## src/rtl/barrel_shift_pipe.sv

```systemverilog
// Two-stage 8-bit shift unit: stage 1 rotates and captures carry-out,
// stage 2 applies the fill mask for SLL/SRL/SRA (ROR passes through).
module barrel_shift_pipe (
    input  logic       clk,
    input  logic       rst_n,
    input  logic       in_valid,
    output logic       in_ready,
    input  logic [7:0] d_in,
    input  logic [2:0] sh_amt,
    input  logic [1:0] op,
    output logic       out_valid,
    input  logic       out_ready,
    output logic [7:0] d_out,
    output logic       carry,
    output logic       zero
);
    localparam logic [1:0] OP_SLL = 2'b00;
    localparam logic [1:0] OP_SRA = 2'b10;
    localparam logic [1:0] OP_ROR = 2'b11;

    logic       r_s1_valid;
    logic [7:0] r_s1_rot;
    logic [2:0] r_s1_amt;
    logic [1:0] r_s1_op;
    logic       r_s1_sign;
    logic       r_s1_carry;

    logic       r_out_valid;
    logic [7:0] r_d_out;
    logic       r_carry;
    logic       r_zero;

    logic       w_s2_adv;
    logic       w_s1_adv;
    logic       w_left;
    logic [7:0] w_rot1;
    logic [7:0] w_rot2;
    logic [7:0] w_rot4;
    logic [2:0] w_cidx;
    logic       w_carry1;
    logic [7:0] w_mask_r;
    logic [7:0] w_mask_l;
    logic [7:0] w_mask;
    logic       w_fill;
    logic [7:0] w_res;

    assign w_s2_adv = !r_out_valid || out_ready;
    assign w_s1_adv = !r_s1_valid || w_s2_adv;

    // Stage 1: log rotator, left for SLL and right for everything else.
    assign w_left = (op == OP_SLL);
    assign w_rot1 = sh_amt[0] ? (w_left ? {d_in[6:0], d_in[7]} : {d_in[0], d_in[7:1]}) : d_in;
    assign w_rot2 = sh_amt[1] ? (w_left ? {w_rot1[5:0], w_rot1[7:6]} : {w_rot1[1:0], w_rot1[7:2]}) : w_rot1;
    assign w_rot4 = sh_amt[2] ? {w_rot2[3:0], w_rot2[7:4]} : w_rot2;

    assign w_cidx   = w_left ? 3'(4'd8 - {1'b0, sh_amt}) : (sh_amt - 3'd1);
    assign w_carry1 = (sh_amt != 3'd0) && d_in[w_cidx];

    always_ff @(posedge clk or negedge rst_n) begin
        if (!rst_n) begin
            r_s1_valid <= 1'b0;
            r_s1_rot   <= 8'h00;
            r_s1_amt   <= 3'd0;
            r_s1_op    <= 2'b00;
            r_s1_sign  <= 1'b0;
            r_s1_carry <= 1'b0;
        end else if (w_s1_adv) begin
            r_s1_valid <= in_valid;
            if (in_valid) begin
                r_s1_rot   <= w_rot4;
                r_s1_amt   <= sh_amt;
                r_s1_op    <= op;
                r_s1_sign  <= d_in[7];
                r_s1_carry <= w_carry1;
            end
        end
    end

    // Right-shift mask covers the top sh_amt bits; SLL uses its bit reversal.
    assign w_mask_r = ~(8'hFF >> r_s1_amt);

    always_comb begin
        w_mask_l = 8'h00;
        for (int i = 0; i < 8; i++)
            w_mask_l[i] = w_mask_r[7-i];
    end

    assign w_mask = (r_s1_op == OP_SLL) ? w_mask_l : w_mask_r;
    assign w_fill = (r_s1_op == OP_SRA) && r_s1_sign;
    assign w_res  = (r_s1_op == OP_ROR) ? r_s1_rot
                  : ((r_s1_rot & ~w_mask) | (w_fill ? w_mask : 8'h00));

    always_ff @(posedge clk or negedge rst_n) begin
        if (!rst_n) begin
            r_out_valid <= 1'b0;
            r_d_out     <= 8'h00;
            r_carry     <= 1'b0;
            r_zero      <= 1'b0;
        end else if (w_s2_adv) begin
            r_out_valid <= r_s1_valid;
            if (r_s1_valid) begin
                r_d_out <= w_res;
                r_carry <= r_s1_carry;
                r_zero  <= (w_res == 8'h00);
            end
        end
    end

    assign in_ready  = w_s1_adv;
    assign out_valid = r_out_valid;
    assign d_out     = r_d_out;
    assign carry     = r_carry;
    assign zero      = r_zero;
endmodule

```

## config.mk

```make
export PLATFORM = sky130hd
export DESIGN_NAME = barrel_shift_pipe
export DESIGN_NICKNAME = d
export VERILOG_FILES = /design/src/rtl/barrel_shift_pipe.sv
export SDC_FILE = /design/constraint.sdc
export NUM_CORES = 1
export LEC_CHECK = 0
export BUFFER_PORTS_ARGS = -buffer_cell sky130_fd_sc_hd__buf_2
export CORE_ASPECT_RATIO = 1.4
export CORE_MARGIN = 10
export CORE_UTILIZATION = 60
export CTS_CLUSTER_SIZE = 24
export DETAILED_ROUTE_END_ITERATION = 8
export GPL_ROUTABILITY_DRIVEN = 1
export GPL_TIMING_DRIVEN = 0
export PLACE_DENSITY = 0.93
export RECOVER_POWER = 25
export SLEW_MARGIN = 20
export SYNTH_ARGS = -nofsm -noshare
export SYNTH_HDL_FRONTEND = slang
export SYNTH_SLANG_ARGS = --single-unit
```

## constraint.sdc

```tcl
create_clock -name clk -period 3.96 [get_ports clk]
set_input_delay 0 -clock clk [delete_from_list [all_inputs] [get_ports clk]]
set_output_delay 0 -clock clk [all_outputs]
set_load 0.03 [all_outputs]
```

==> metrics list <==
* Cell depth of the worst hold path: 3
- Largest net degree at the start of global routing: 28
- In this run, synthesis inferred 0 flip-flops with an integrated enable.
- Worst slew margin: 7.99%
- Number of standard cells after synthesis: 241
- Setup repair after global routing left no endpoint under its margin.
* Top-count cell post-synth: nand2_1
- Number of DRC markers in iteration 0: 141
- Buffers added to address setup during post-CTS repair amount to 0.
- Share of post-route cells with drive strength above 1: 18.6%
* Starting density of the core: 63.1%
- Run status: finished clean
* Flip-flop and latch count after synthesis: 27
- The die is 68.9 µm wide.
- The worst setup path is of the flop to flop kind.
* I/O pin cnt: 29
* CTS H-tree depth: 1
- The biggest area contributor in the post-synthesis netlist is dfrtp_1.
- On the critical path, the stage with the largest delay is an instance of dfrtp_1.
- Number of global-route vias before repair: 1982
- Number of antenna violations at the first check in global routing: 0
* Transition time of the tightest slew-check pin: 1.38 ns
* Insertion delay of the later-clocked pin in the worst-skew pair: 0.27 ns
- Net count of the finished layout: 294
- The worst setup path is captured at a flop.
- The worst hold path begins at out_ready.
* Post-synthesis net count: 260
- Data on the critical path is required at its endpoint by 4.10 ns.
- Derived from the worst setup path, the maximum achievable clock frequency is 571 MHz.
- Relative to the synthesized area, the layout overhead comes to 12.3%.
- # setup viols final: 0
- Most frequent cells after synthesis: nand2_1 (39), dfrtp_1 (27), o21ai_0 (18)
- For this design, the sink count on the clock tree is 27.
- Among all flip-flop cells after synthesis, the most frequent one is dfrtp_1.
- The tightest min-delay check is of the primary input to flop type.
- Reg2reg start: r_s1_op[0]$_DFFE_PN0P_
- No sink is reached through more buffers than the 2 on the longest clock path.
- Count of inserted antenna diode cells: 0
* Sum of negative setup slack: 0 ns
- In the final routed layout, each cell accounts on average for 16.5 µm.
* First-pass iteration count of the detailed router: 4
- After floorplanning, the core was divided into 24 placement rows.
- Using the TritonRoute via totals, the vias-per-cell ratio works out to 6.41.
- After detailed routing, the number of remaining DRC violations is 0.
* Die outline area: 6090 µm²
* Max Slew Vio Count: 0
* Syn avg cell area: 8.33 µm²
- Synth unique cells: 54
- Start point of the critical path: r_s1_op[0]$_DFFE_PN0P_
- Mapped cell area: 2010 µm²
- For the worst setup path, the data arrival time is 1.89 ns.
- Final Skew: 0.00275 ns
- Portion of synthesized cell area occupied by the leading cell type: 33.6%
* Global-route wire length before repair: 8720 µm
- The worst setup path is launched from a flop.
- In this run the worst path has a maximum fanout of 10.
- Synth top area cells: dfrtp_1 (34%), nand2_1 (7.3%), o21ai_0 (4.5%), mux2i_1 (4.0%), a211oi_1 (3.7%)
* Cell family with the largest share of critical-path delay: flip-flops
* Cell leakage power: 0.000963 µW
- GRT overflow: 0
- The number of cells on the worst reg-to-reg path is 5.
* Crit share post-route: 44.2%
- Number of CTS-inserted buffers: 3
* Port buffer count: 27
* Core Area: 3180 µm²
- Proportion of synthesized chip area in sequential cells: 33.6%
- Walking the worst path, the cells encountered are buf_2, maj3_1, o22ai_1, mux2i_1, o21ai_0.
- Dividing total power by cell area gives a power density of 381 nW/µm².
* Number of max-cap violations: 0
- DP HPWL: 4110 µm
- The smallest clock period supported by the final layout is computed as 1.75 ns.
- Async set-or-reset flop fraction in the synthesized netlist: 100%
* Final weighted congestion in routability-driven placement: 0.968
* Clock-pin transition on the worst setup and hold timing paths: 0.09 ns
- The critical path runs through a total of 5 cells.
- Across every metal layer, demand over resource in global routing totals 17.7%.
- The root buffer cell chosen for the clock tree is clkbuf_8.
- Worst VDD drop: 0.236 mV
- For this run, the number of Yosys warnings is 0.
* Stage delay of the slowest cell on the critical path: 0.43 ns
- In this run the vertical extent of the chip is 88.5 µm.
- Final wirelength: 5170 µm
- DR vias: 2007
* Total power draw: 860 µW
* Hold violation total from the final report: 0
- TritonCTS built the clock tree.
* Buf+Inv Stages, Crit Path: 1
- The count of nets left with antenna violations once routing finished came out at 0.
state kept, by name, indices dropped and copies added, names as in the netlist:
register    cells
r_s1_sign       1
zero            1
out_valid       1
r_s1_amt        3
r_s1_valid      1
r_s1_op         2
d_out           8
r_s1_rot        8
carry           1
r_s1_carry      1
logic make-up (layout without fill, tap and decap cells):
| logic type | count (synthesis) | after routing | share of synthesized area (%) |
|---|---|---|---|
| XOR/XNOR | 1 | 1 | 0.436 |
| flip-flops | 27 | 27 | 33.6 |
| adder cells (fa/ha/maj) | 4 | 4 | 2.24 |
| AND/OR/NAND/NOR | 98 | 98 | 25.4 |
| AO/OA/AOI/OAI | 79 | 79 | 27.6 |
| buffers and inverters | 22 | 55 | 5.61 |
| multiplexers | 10 | 10 | 5.11 |
path summary, 6_finish.rpt:
kind	slack (ns)	to
setup / recovery	2.21	d_out[1]$_DFFE_PN0P_
hold / removal	0.008	out_valid$_DFFE_PN0P_
setup reg to reg	2.21	d_out[1]$_DFFE_PN0P_
hold reg to reg	0.48	d_out[2]$_DFFE_PN0P_
max in group asynchronous	2.59	r_s1_rot[6]$_DFFE_PN0P_
min in group asynchronous	0.57	d_out[6]$_DFFE_PN0P_
per-layer routing:
| metal | part of all wire, % | GRT usage (%) | wire [µm] | up-vias |
|---|---|---|---|---|
| met3 | 6.1 | 1.77 | 315 | 25 |
| met4 | 4.5 | 9.35 | 235 | 0 |
| met2 | 52 | 32.7 | 2680 | 92 |
| met5 | 0 | 0 | 0 | - |
| li1 | - | - | - | 961 |
| met1 | 38 | 18.6 | 1940 | 929 |
power breakdown:
part,internal (µW),switching [µW],total [µW]
sequential,328,31.5,360
clock,72.1,81.1,153
combinational,128,219,346
cells in the final DEF (no fill, tap or decap), types with 3 or more instances in the layout:
cell type  Yosys  layout
o21ai_0       18      18
nor2_1        17      17
nor2b_1        4       4
inv_1          6       6
a211oi_1      10      10
a311oi_1       5       5
buf_2          6      32
clkbuf_8       0       3
nand2_1       39      39
nor3_1         7       7
dfrtp_1       27      27
nand2b_1       4       4
or3b_1         3       3
a21oi_1       10      10
a221o_1        3       3
o211ai_1       3       3
o21ai_1        4       4
o21a_1         6       6
a2111oi_0      3       3
mux2i_1        8       8
buf_4          4       4
clkbuf_1       5       7
nor3b_1        5       5
and2_1         3       3
worst reg2reg max path, stage by stage, from the launching register on:
cell,delay [ns]
dfrtp_1,0.43
buf_2,0.21
maj3_1,0.37
o22ai_1,0.27
mux2i_1,0.24
o21ai_0,0.10
stage by stage:
step	area, µm²	cells	setup slack, ns	utilization, %	hold slack, ns
final	2260	313	2.21	70.9	0.00843
after global routing	2260	313	2.06	70.9	0.0246
after CTS	2260	313	2.21	70.9	0.0131
after detailed placement	2190	307	1.98	68.9	0.0241
after global placement	2190	307	2.06	68.9	0.0161
after floorplan	2010	241	2.24	-	-0.296
timing repair:
| action | 4_1_cts | 5_1_grt |
|---|---|---|
| gates resized for setup | 0 | 0 |
| hold endpoints to repair | 28 | 0 |
| hold buffers | 2 | 0 |
final cells by class:
type	count	area [µm²]
plain buffers	16	90.1
clock buffers	4	45.0
fillers	273	927
inverters	6	22.5
multi-input cells	192	1220
flip-flops and latches	27	676
well taps	39	48.8
repair buffers	29	154
Power figures use the tool's default switching activity.
